--- src/rtl/riscv_fetch_pkg.sv ---
// Shared types and constants for the instruction-fetch stage.
// Pure declarations: no logic, no latency, no flow control.
package riscv_fetch_pkg;

  typedef enum logic [1:0] {
    BOOT = 2'd0,
    RUN  = 2'd1,
    HALT = 2'd2
  } fetch_state_t;

  localparam logic [31:0] INSTR_NOP     = 32'h0000_0013;
  localparam logic [31:0] DEF_TEXT_BASE = 32'h0040_0000;
  localparam logic [31:0] DEF_RESET_PC  = 32'h0040_0000;

endpackage

--- src/rtl/instr_fetch_unit_if.sv ---
// Fetch-stage bundle: ROM port, execute redirect, decode handshake and fault report.
// master = fetch unit side; slave = ROM/execute/decode side.
interface instr_fetch_unit_if #(
  parameter int DATA_WIDTH = 32,
  parameter int ADDR_WIDTH = 10
);

  logic [ADDR_WIDTH-1:0] rom_addr_o;
  logic [DATA_WIDTH-1:0] rom_rd_i;
  logic                  redirect_i;
  logic [31:0]           redirect_pc_i;
  logic                  valid_o;
  logic                  ready_i;
  logic [DATA_WIDTH-1:0] instr_o;
  logic [31:0]           pc_o;
  logic                  fault_o;
  logic [31:0]           fault_pc_o;

  modport master (
    output rom_addr_o, valid_o, instr_o, pc_o, fault_o, fault_pc_o,
    input  rom_rd_i, redirect_i, redirect_pc_i, ready_i
  );

  modport slave (
    input  rom_addr_o, valid_o, instr_o, pc_o, fault_o, fault_pc_o,
    output rom_rd_i, redirect_i, redirect_pc_i, ready_i
  );

endinterface

--- src/rtl/fetch_window_chk.sv ---
// Combinational fetch-address check: word alignment and ROM window membership.
// Zero latency, no flow control; the window bound uses 33 bits so it cannot wrap.
module fetch_window_chk
  import riscv_fetch_pkg::*;
#(
  parameter int          ADDR_WIDTH = 10,
  parameter logic [31:0] TEXT_BASE  = DEF_TEXT_BASE
) (
  input  logic [31:0] i_addr,
  output logic        o_misaligned,
  output logic        o_out_of_window
);

  localparam logic [32:0] WIN_LO = {1'b0, TEXT_BASE};
  localparam logic [32:0] WIN_HI = WIN_LO + (33'd4 << ADDR_WIDTH);

  logic [32:0] w_addr_ext;

  assign w_addr_ext      = {1'b0, i_addr};
  assign o_misaligned    = (i_addr[1:0] != 2'b00);
  assign o_out_of_window = (w_addr_ext < WIN_LO) || (w_addr_ext >= WIN_HI);

endmodule

--- src/rtl/instr_fetch_unit.sv ---
// Fetch stage: owns the PC, reads the ROM combinationally and registers IF/ID (1-cycle PC->valid).
// Holds instr/pc while decode stalls; redirect flushes with a 1-cycle bubble; faults halt until reset.
module instr_fetch_unit
  import riscv_fetch_pkg::*;
#(
  parameter int          DATA_WIDTH = 32,
  parameter int          ADDR_WIDTH = 10,
  parameter logic [31:0] TEXT_BASE  = DEF_TEXT_BASE,
  parameter logic [31:0] RESET_PC   = DEF_RESET_PC
) (
  input logic               clk,
  input logic               rst,
  instr_fetch_unit_if.master bus
);

  fetch_state_t          r_state;
  fetch_state_t          w_state_nxt;
  logic [31:0]           r_pc;
  logic                  r_valid;
  logic [DATA_WIDTH-1:0] r_instr;
  logic [31:0]           r_pc_out;
  logic                  r_fault;
  logic [31:0]           r_fault_pc;

  logic                  w_redir_misal;
  logic                  w_redir_oow;
  logic                  w_pc_misal;
  logic                  w_pc_oow;
  logic                  w_load;
  logic                  w_do_load;
  logic                  w_do_redirect;
  logic                  w_do_fault;
  logic [31:0]           w_fault_addr;
  logic [31:0]           w_pc_off;
  logic                  w_unused_off;

  fetch_window_chk #(.ADDR_WIDTH(ADDR_WIDTH), .TEXT_BASE(TEXT_BASE)) u_redir_chk (
    .i_addr          (bus.redirect_pc_i),
    .o_misaligned    (w_redir_misal),
    .o_out_of_window (w_redir_oow)
  );

  fetch_window_chk #(.ADDR_WIDTH(ADDR_WIDTH), .TEXT_BASE(TEXT_BASE)) u_pc_chk (
    .i_addr          (r_pc),
    .o_misaligned    (w_pc_misal),
    .o_out_of_window (w_pc_oow)
  );

  assign w_pc_off        = r_pc - TEXT_BASE;
  assign bus.rom_addr_o  = w_pc_off[ADDR_WIDTH+1:2];
  assign w_unused_off    = ^{w_pc_off[31:ADDR_WIDTH+2], w_pc_off[1:0]};
  assign w_load          = !r_valid || bus.ready_i;

  always_ff @(posedge clk or posedge rst) begin
    if (rst) r_state <= BOOT;
    else     r_state <= w_state_nxt;
  end

  always_comb begin
    w_state_nxt = r_state;
    case (r_state)
      BOOT:    w_state_nxt = RUN;
      RUN:     w_state_nxt = w_do_fault ? HALT : RUN;
      HALT:    w_state_nxt = HALT;
      default: w_state_nxt = BOOT;
    endcase
  end

  // Redirect outranks both load and stall; a bad redirect is itself the fault.
  always_comb begin
    w_do_load     = 1'b0;
    w_do_redirect = 1'b0;
    w_do_fault    = 1'b0;
    w_fault_addr  = 32'h0;
    if (r_state == RUN) begin
      if (bus.redirect_i) begin
        if (w_redir_misal || w_redir_oow) begin
          w_do_fault   = 1'b1;
          w_fault_addr = bus.redirect_pc_i;
        end else begin
          w_do_redirect = 1'b1;
        end
      end else if (w_load) begin
        if (w_pc_misal || w_pc_oow) begin
          w_do_fault   = 1'b1;
          w_fault_addr = r_pc;
        end else begin
          w_do_load = 1'b1;
        end
      end
    end
  end

  always_ff @(posedge clk or posedge rst) begin
    if (rst) begin
      r_pc       <= RESET_PC;
      r_valid    <= 1'b0;
      r_instr    <= '0;
      r_pc_out   <= 32'h0;
      r_fault    <= 1'b0;
      r_fault_pc <= 32'h0;
    end else if (w_do_fault) begin
      r_fault    <= 1'b1;
      r_fault_pc <= w_fault_addr;
      r_valid    <= 1'b0;
    end else if (w_do_redirect) begin
      r_valid <= 1'b0;
      r_pc    <= bus.redirect_pc_i;
    end else if (w_do_load) begin
      r_instr  <= bus.rom_rd_i;
      r_pc_out <= r_pc;
      r_valid  <= 1'b1;
      r_pc     <= r_pc + 32'd4;
    end
  end

  assign bus.valid_o    = r_valid;
  assign bus.instr_o    = r_instr;
  assign bus.pc_o       = r_pc_out;
  assign bus.fault_o    = r_fault;
  assign bus.fault_pc_o = r_fault_pc;

endmodule

--- src/flat_wrapper.sv ---
// flat-port wrapper written by rule: the top's interface ports become plain ports
module instr_fetch_unit_flat import riscv_fetch_pkg::*;
#(
  parameter int          DATA_WIDTH = 32,
  parameter int          ADDR_WIDTH = 10,
  parameter logic [31:0] TEXT_BASE  = DEF_TEXT_BASE,
  parameter logic [31:0] RESET_PC   = DEF_RESET_PC
)
  (clk, rst, bus_rom_addr_o, bus_valid_o, bus_instr_o, bus_pc_o, bus_fault_o, bus_fault_pc_o, bus_rom_rd_i, bus_redirect_i, bus_redirect_pc_i, bus_ready_i);
  instr_fetch_unit_if #(.DATA_WIDTH(DATA_WIDTH), .ADDR_WIDTH(ADDR_WIDTH)) bus_i ();
  input logic clk;
  input logic rst;
  output wire logic [$bits(bus_i.rom_addr_o)-1:0] bus_rom_addr_o;
  output wire logic [$bits(bus_i.valid_o)-1:0] bus_valid_o;
  output wire logic [$bits(bus_i.instr_o)-1:0] bus_instr_o;
  output wire logic [$bits(bus_i.pc_o)-1:0] bus_pc_o;
  output wire logic [$bits(bus_i.fault_o)-1:0] bus_fault_o;
  output wire logic [$bits(bus_i.fault_pc_o)-1:0] bus_fault_pc_o;
  input wire logic [$bits(bus_i.rom_rd_i)-1:0] bus_rom_rd_i;
  input wire logic [$bits(bus_i.redirect_i)-1:0] bus_redirect_i;
  input wire logic [$bits(bus_i.redirect_pc_i)-1:0] bus_redirect_pc_i;
  input wire logic [$bits(bus_i.ready_i)-1:0] bus_ready_i;
  assign bus_rom_addr_o = bus_i.rom_addr_o;
  assign bus_valid_o = bus_i.valid_o;
  assign bus_instr_o = bus_i.instr_o;
  assign bus_pc_o = bus_i.pc_o;
  assign bus_fault_o = bus_i.fault_o;
  assign bus_fault_pc_o = bus_i.fault_pc_o;
  assign bus_i.rom_rd_i = bus_rom_rd_i;
  assign bus_i.redirect_i = bus_redirect_i;
  assign bus_i.redirect_pc_i = bus_redirect_pc_i;
  assign bus_i.ready_i = bus_ready_i;
  instr_fetch_unit #(.DATA_WIDTH(DATA_WIDTH), .ADDR_WIDTH(ADDR_WIDTH), .TEXT_BASE(TEXT_BASE), .RESET_PC(RESET_PC)) u_core (.clk(clk), .rst(rst), .bus(bus_i));
endmodule
--- config.mk ---
export PLATFORM = sky130hd
export DESIGN_NAME = instr_fetch_unit_flat
export DESIGN_NICKNAME = d
export VERILOG_FILES = /design/src/rtl/riscv_fetch_pkg.sv /design/src/rtl/instr_fetch_unit_if.sv /design/src/rtl/fetch_window_chk.sv /design/src/rtl/instr_fetch_unit.sv /design/src/flat_wrapper.sv
export SDC_FILE = /design/constraint.sdc
export NUM_CORES = 1
export LEC_CHECK = 0
export CELL_PAD_IN_SITES_DETAIL_PLACEMENT = 0
export CELL_PAD_IN_SITES_GLOBAL_PLACEMENT = 1
export CORE_MARGIN = 2
export CORE_UTILIZATION = 25
export DETAILED_ROUTE_END_ITERATION = 8
export PLACE_DENSITY = 0.55
export SYNTH_ARGS = -nofsm -noshare
export SYNTH_HDL_FRONTEND = slang
export SYNTH_HIERARCHICAL = 1
export SYNTH_SLANG_ARGS = --single-unit
--- constraint.sdc ---
create_clock -name clk -period 4.78 [get_ports clk]
set_input_delay 0.956 -clock clk [delete_from_list [all_inputs] [get_ports clk]]
set_output_delay 0.956 -clock clk [all_outputs]
set_load 0.005 [all_outputs]
### Yosys cells after proc, flatten, opt, wreduce, memory -nomap -nowiden

Cells that the tools add are included.
W data, S select, Z words.

* add/sub/neg operators: 2
* $mul: 0
* divide/modulo/power cells: 0
* order comparisons: 4
* equality and inequality tests: 2
* shift operators: 0
* mux-type cells: 24
* bitwise operators: 2
* reduce and logical (&&, ||, !) cells: 13

Operators by type and width (count)
* $mux W32: 7
* $ge A32 B23 Y1 const B: 2
* $lt A32 B23 Y1 const B: 2
* $add A32 B3 Y32 const B: 1
* $mux W1: 15
* $sub A12 B1 Y12 const B: 1
* $pmux W2 S3: 1
* $reduce_bool A2 Y1: 3
* $logic_or A1 B1 Y1: 5
* $reduce_and A3 Y1: 1
* $reduce_bool A3 Y1: 1
* $eq A2 B1 Y1 const B: 1
* $eq A2 B2 Y1 const B: 1
* $logic_not A2 Y1: 1
* $mux W2: 1
* $not A1 Y1: 2
* $reduce_and A2 Y1: 1
* $logic_not A1 Y1: 1

* register bits: 132
* bits in latches: 0
* RAM bits: 0
* ROM bits: 0
* input port bits: 68
* output and inout port bits: 108
* word-level logic and storage cells: 54
* memories: 0

### Depth between registers and ports, before layout

Gate-level depths: netlist of run 1.

* depth after elaboration: 10
* gate-level depth with buffers: 10
* depth with buffers taken out: 8

### Modules after synthesis

The synthesis of run 1 kept the hierarchy.

By module, submodules not included
* instr_fetch_unit: times used 1, cells each 508, area each 5860.6 µm²
* fetch_window_chk: times used 2, cells each 8, area each 51.3 µm²

### Worst setup path before layout of run 1

Ideal clock, no wire load.

* path type: reg2reg
* from: register u_core.r_pc[21]
* to: register u_core.r_instr[24] (netlist: u_core/bus.instr_o[24])
* library setup time: 0.125 ns
* arrival: 2.484 ns
* required time: 4.655 ns
* path slack: 2.172 ns
* stages on the path, launching flop included: 9
* buffers on the path: 2
* cell sequence: dfrtp_1 -> nor4_1 -> and3_1 -> nand3_1 -> or4b_4 -> nor3_2 -> buf_2 -> buf_2 -> mux2_2

* word-level cells in the longest chain between the ends: 9
* elaborated cells between the ends (all ways): 14

Ends and longest elaborated chain
* start: declaration: line instr_fetch_unit.sv:18 `logic [31:0] r_pc;`
* start signal: assignment: line instr_fetch_unit.sv:108 `r_pc <= bus.redirect_pc_i;`
* start signal: assignment: line instr_fetch_unit.sv:113 `r_pc <= r_pc + 32'd4;`
* $lt A32 B23 Y1 / $ge A32 B23 Y1 (equally long branches): line fetch_window_chk.sv:21 `assign o_out_of_window = (w_addr_ext < WIN_LO) || (w_addr_ext >= WIN_HI);`
* $logic_or A1 B1 Y1 (*): line fetch_window_chk.sv:21
* named net u_core.w_pc_oow: line instr_fetch_unit.sv:28 `logic w_pc_oow;`
* $logic_or A1 B1 Y1 (*): line instr_fetch_unit.sv:84 `if (w_pc_misal || w_pc_oow) begin`
* $mux W1: line instr_fetch_unit.sv:84
* $mux W1: line instr_fetch_unit.sv:83 `end else if (w_load) begin`
* $mux W1: line instr_fetch_unit.sv:76 `if (bus.redirect_i) begin`
* $mux W1: line instr_fetch_unit.sv:75 `if (r_state == RUN) begin`
* $not A1 Y1 (no source line)
* $reduce_and A3 Y1 (no source line) (*)
* end signal: assignment: line instr_fetch_unit.sv:110 `r_instr <= bus.rom_rd_i;`
* end: declaration: line instr_fetch_unit.sv:20 `logic [DATA_WIDTH-1:0] r_instr;`

Mark *: on every way through the listed nets, which the timed path passes. The rest lies on a longest branch.
A chain may end at the register's enable or synchronous reset.

### Final worst setup path of run 1

* from: register u_core.r_pc[14]
* to: register u_core.r_pc[22]

* word-level cells in the longest chain between the ends: 9
* elaborated cells between the ends (all ways): 18

Ends and longest elaborated chain (line)
* $lt A32 B23 Y1 / $ge A32 B23 Y1 (equally long branches): fetch_window_chk.sv:21
* $logic_or A1 B1 Y1 (*): fetch_window_chk.sv:21
* named net u_core.w_pc_oow: instr_fetch_unit.sv:28
* $logic_or A1 B1 Y1 (*): instr_fetch_unit.sv:84
* $mux W1: instr_fetch_unit.sv:84
* $mux W1: instr_fetch_unit.sv:83
* $mux W1: instr_fetch_unit.sv:76
* $mux W1: instr_fetch_unit.sv:75
* $reduce_bool A2 Y1 (no source line) / $not A1 Y1 (equally long branches)
* $reduce_and A2 Y1 (no source line) (*)

Mark *: on every way through the listed nets, which the timed path passes. The rest lies on a longest branch. The select of a mux whose other input is x is not followed.

==> metrics.cfg, run 1 <==
[clock_network]
postCtsHoldBufs=0
clkTransAtPathRegs_ns=0.06
cts_tree=built
post_cts_resize_count=0
clock_latency_ns=0.41
cts_buffer_depth=2
htree_levels=4
postCtsSetupBuffers=0
cts.root.buffer_cell=clkbuf_16
cts_made_buffers=17
cts_sinks=132

[synthesis]
syn_inst=524
syn_area_um2=5963
ys_seq_elements=132
synth_xor_area_share_pct=3.672
synth-simple-area-share_pct=13.87
synthAdderAreaFrac_pct=0.2098
seq_area_frac_synth_pct=55.41
syn-num-nets=593
async_flop_share_pct=100.0
ys_types=37
synth_compound_area_share_pct=6.903
synthFlopType=dfrtp_1
synth_mux_area_share_pct=16.62
syn-mean-instance-area_um2=11.38
yosysWarnings=6
synth_top_family_by_area=multiplexers
synth_edf_count=0

[global_routing]
grt.total_usage_pct=14.68
grt_max_degree=92
grt_pass1_wl_mm=27.78
grt_pass1_vias=4736
antenna_found_initial=0
grt_overflow=0

[route]
routed_wl_mm=17.80
drc=0
via_count=4589
first_pass_iters=4
post_drt_wl_per_cell_um=17.41
final_antenna_net_count=0
drt_iter0_markers=203
vias_per_cell=4.490

[final_layout]
multi_input_area_um2=2480
final_common_cell=clkdlybuf4s50_1
n_antenna_cell=0
seqCellArea_um2=3304
fin_area_um2=8633
area_delta_synth_final_pct=44.78
nets=760
final_core_utilization_pct=36.78
mostFrequentLayoutCells=clkdlybuf4s50_1, dfrtp_1, nand2_1
drive_above_1_share_pct=16.50
final.fill_count=2332

[timing]
totalNegativeSetupSlack_ns=0
final_hold_viol_count=0
fin_ws_ns=1.575
worst-slew-pin-transition_ns=0.9038
report.final.slew_viol_count=0
fin_crit_ns=3.205
whs_ns=0.4650
finalSetupViolCount=0
min_period_over_period_pct=67.06
final.setup_skew_ns=0.009294
rsz0062_at_grt=false
timing.slew.headroom_pct=39.28
max_freq_mhz=312.0

[placed_design]
gp_congestion=0.7774
placed_cell_area_um2=8018
post-dp-hpwl_mm=12.74
io_buffer_count=175
dpl_worst_slack_ns=1.331

[worst_hold_path]
hold_path.class=flip-flop to flip-flop
hold_path_depth=1
hold_start=u_core/bus.fault_o

[setup_path]
worst-endpoint-required_ns=5.13
r2r_start=u_core/r_pc[14]
cp-end-kind=flip-flop
cp-startpoint=u_core/r_pc[14]
critical_path_class=flip-flop to flip-flop
start_kind=flip-flop
cp_max_fo=7
cp_data_arrival_time_ns=3.56
rr_worst_depth=8

[die]
dieWidth_um=158.4
core.rowCount=56
initial_utilization_pct=25.41
floorplan.core_area_um2=23470
ios=176
die-area_um2=25100
die_y_um=158.4

[status]
status=completed

[flow_run]
cap_violations=0

[pwr]
leakagePower_nw=3.654
ir_drop_v=0.0002323
power_density_nw_per_um2=374.3

-- cells by family (layout without fill, tap and decap cells) --
family,count (synthesis),after routing
AOI/OAI and AO/OA,75,75
xor gates and xnor gates,25,25
adders and majority gates,1,1
buffers and inverters,39,218
DFF,132,132
muxes,91,91
and+or+nand+nor,161,161
-- power breakdown --
group	internal, mW	switching (mW)	total (mW)
Sequential	1.24	0.0688	1.31
Combinational	0.308	0.239	0.546
Clock	0.894	0.484	1.38
-- final cells by class --
class                           count  area share, %
Inverter                            2         0.1449
Multi-Input combinational cell    353          28.72
Clock inverter                     10          1.797
Clock buffer                       21          5.333
Sequential cell                   132          38.28
Tap cell                          319          4.623
Timing Repair Buffer              185          21.10
-- synthesized netlist by cell type (9+ instances only) --
cell,number,area [um^2]
dfrtp_1,131,3278
xor2_1,20,175.2
mux2i_1,27,270.3
nor2_1,9,33.78
nor4_1,10,62.56
nand4_1,14,87.58
buf_4,10,75.07
buf_2,11,55.05
o21ai_0,59,295.3
clkbuf_1,16,60.06
nand2_1,76,285.3
and3_1,10,62.56
nand3_1,14,70.07
mux2_2,64,720.7
-- per-stage QoR --
stage	cells	total power, mW
floorplan	524	1.516
global placement	991	1.876
detailed placement	991	1.888
CTS	1022	3.297
global route	1022	3.417
finish	1022	3.231
-- worst max-delay path, cell delays in order (launching register included) --
cell,delay (ns)
dfrtp_1,0.48
nor4_1,0.40
and3_1,0.23
nand3_1,0.13
or4b_4,0.61
nor4_4,0.50
nand3_1,0.23
or4_1,0.46
nand3_1,0.09
-- per-layer routing --
metal | track usage, % | part of all wire, % | vias to the layer above
li1 | - | - | 2200
met4 | 3.732 | 0.88 | 0
met1 | 18.47 | 43 | 2251
met2 | 24.04 | 49 | 129
met3 | 5.253 | 7.3 | 9
met5 | 0 | 0 | -
-- sequential cells by signal, indices dropped and copies added, names as in the netlist --
signal and flops:
u_core/bus.fault_pc_o 32, u_core/r_pc 32, u_core/bus.valid_o 1, u_core/r_state 2, u_core/bus.pc_o 32, u_core/bus.fault_o 1, u_core/bus.instr_o 32
-- path summary, 6_finish.rpt --
kind | slack, ns | to
setup / recovery | 1.57 | u_core/r_pc[22]
hold / removal | 0.46 | u_core/bus.fault_o
setup reg to reg | 1.57 | u_core/r_pc[22]
hold reg to reg | 0.46 | u_core/bus.fault_o
max in group asynchronous | 2.81 | u_core/r_pc[19]
min in group asynchronous | 1.10 | u_core/bus.instr_o[11]
(Power assumes the default switching activity.)
==> run 2: changes to the inputs <==
Settings changed: PLACE_DENSITY 0.55 to 0.58.
Clock period 4.78 ns to 2.6 ns, I/O delays scaled along.
==> run 2 against run 1 <==
Effect of this change: the flow now finishes with violations (setup timing); wire length rose by 13%; register-to-register slack got worse by 1.7 ns; core utilization rose by 5.1 points; clock power increased by 89%; cell count rose by 8.3%; die area unchanged; clock skew rose by 0.0044 ns; first-iteration DRC count stayed put; clock-buffer cell count down 1; largest power group unchanged.
==> metrics.cfg, run 2 (synthesized netlist as in run 1, its figures left out) <==
[setup_path]
worst-endpoint-required_ns=2.94  ; -2.19 ns
start_kind=flip-flop
rr_worst_depth=9  ; +1
cp-end-kind=flip-flop
worstReg2RegEnd=u_core/r_pc[31]
reg2reg_slack_ns=-0.08  ; -1.66 ns
r2r_start=u_core/r_pc[16]
critical_path_class=flip-flop to flip-flop
cp-startpoint=u_core/r_pc[16]
cp_max_fo=3  ; -4
cp_data_arrival_time_ns=3.03  ; -0.53 ns

[route]
via_count=4990  ; +8.7%
drc=0  ; unchanged
final_antenna_net_count=0  ; unchanged
drt_iter0_markers=203  ; unchanged
vias_per_cell=4.508  ; +0.39%
first_pass_iters=4  ; unchanged
routed_wl_mm=20.03  ; +13%
post_drt_wl_per_cell_um=18.10  ; +3.9%

[global_routing]
grt.total_usage_pct=15.81  ; +1.1 points
grt_pass1_vias=5317  ; +12%
antenna_found_initial=0  ; unchanged
grt_max_degree=43  ; -53%
grt_overflow=0  ; unchanged
grt_pass1_wl_mm=30.04  ; +8.1%

[pwr]
p_comb_share_pct=17.7  ; +0.8 points
seq_power_share_pct=39.4  ; -1.1 points
ir_drop_v=0.0004110  ; +77%
leakagePower_nw=4.258  ; +17%
power_density_nw_per_um2=620.1  ; +66%
clkPwrFrac_pct=42.8  ; +0.2 points
netSwitchingPower_mw=1.519  ; +92%
switching_share_pct=24.90  ; +0.41 points
p_int_mw=4.582  ; +88%

[placed_design]
post-dp-hpwl_mm=13.65  ; +7.2%
io_buffer_count=175  ; unchanged
gp_congestion=0.8185  ; +5.3%
place_inst=1059  ; +6.9%

[die]
ios=176  ; unchanged
floorplan.core_area_um2=23470  ; unchanged
initial_utilization_pct=25.41  ; unchanged
dieWidth_um=158.4  ; unchanged
die-area_um2=25100  ; unchanged
core.rowCount=56  ; unchanged
die_y_um=158.4  ; unchanged

[timing]
fin_ws_ns=-0.08458  ; -1.659 ns
finalSetupViolCount=74  ; +74
fin_crit_ns=2.685  ; -0.5209 ns
report.final.slew_viol_count=0  ; unchanged
worst-slew-pin-transition_ns=0.6872  ; -0.2166 ns
final_hold_viol_count=0  ; unchanged
timing.slew.headroom_pct=54.09  ; +15 points
max_freq_mhz=372.5  ; +19%
rsz0062_at_grt=true
final.setup_skew_ns=0.01367  ; +0.004380 ns
whs_ns=0.4690  ; +0.003980 ns
min_period_over_period_pct=103.3  ; +36 points

[clock_network]
htree_levels=4  ; unchanged
clock_latency_ns=0.42  ; about the same
cts_buffer_depth=2  ; unchanged
cts_tree=built
clkTransAtPathRegs_ns=0.07  ; about the same
cts_sinks=132  ; unchanged
cts_made_buffers=17  ; unchanged
cts.root.buffer_cell=clkbuf_16

[worst_hold_path]
min_to=u_core/bus.fault_o
hold_path_depth=1  ; unchanged
hold_start=u_core/bus.fault_o
hold_path.class=flip-flop to flip-flop

[final_layout]
final_common_cell=clkdlybuf4s50_1
area_delta_synth_final_pct=64.98
final-instance-count-excl-fill=1107  ; +8.3%
nets=844  ; +11%
drive_above_1_share_pct=27.03  ; +11 points
n_antenna_cell=0  ; unchanged
mostFrequentLayoutCells=clkdlybuf4s50_1, dfrtp_1, nand2_1

[status]
status=finished, violations left
failed_checks=setup timing

[flow_run]
cap_violations=0  ; unchanged

## run 2: area by class of cell
class / count / area [um^2]
clock inverter: 12 / 177.7
inverter: 2 / 11.26
multi-input combinational: 353 / 2731
timing repair buffer: 269 / 2748
fill: 2234 / 13630
tap: 319 / 399.1
clock buffer: 20 / 466.7
sequential: 132 / 3304
## run 2: through the flow
stage	power, mW	cell area (um^2)	TNS [ns]	utilization [%]	worst slack, ns
2_1_floorplan	2.788	5969	-0.1542	-	-0.003952
3_3_place_gp	3.504	8627	-38.07	36.75	-0.3865
3_5_place_dp	3.528	8627	-30.66	36.75	-0.3722
4_1_cts	6.185	9509	-1.495	40.51	-0.07668
5_1_grt	6.414	9838	-10.29	41.91	-0.1957
6_report	6.101	9838	-2.353	41.91	-0.08458
## run 2: power by group through the flow
stage	combinational [mW]	sequential (mW)	clock, mW
floorplan	0.349	2.44	0
global placement	1.07	2.43	0
detailed placement	1.09	2.44	0
CTS	1.09	2.41	2.68
global route	1.19	2.44	2.78
finish	1.08	2.41	2.61
## run 2: worst max path at each step
stage                            endpoint  slack (ns)  depth (start not counted)
floorplan           u_core/bus.instr_o[0]      -0.004                          8
global placement          u_core/r_pc[19]       -0.39                          8
detailed placement        u_core/r_pc[25]       -0.37                          8
CTS                        u_core/r_pc[9]       -0.08                         10
global route              u_core/r_pc[25]       -0.20                         11
finish                    u_core/r_pc[31]       -0.08                          9
## run 2: routing by layer
layer	routed length [um]	up-vias	track usage [%]	part of all wire, %
li1	-	2356	-	-
met1	8780	2448	20.38	44
met2	9444	156	25.38	47
met3	1280	30	4.491	6.4
met4	528	0	5.706	2.6
met5	0	-	0	0
## run 2: repair_timing
item                                    4_1_cts  5_1_grt
pin swaps                                    13       14
endpoints found under the setup margin       95       94
buffers inserted                              7        2
hold endpoints to repair                      0        0
resized for setup                            33       58
hold buffers                                  0        0
gates cloned                                  3        5
## run 2: critical path, cell delays in order (launching register included)
cell and delay, ns:
dfrtp_1 0.38, nor4_2 0.34, and3_1 0.22, nand3_2 0.09
or4b_4 0.55, nor3_4 0.19, buf_4 0.16, nand3_4 0.07
or4_1 0.48, a31oi_1 0.14
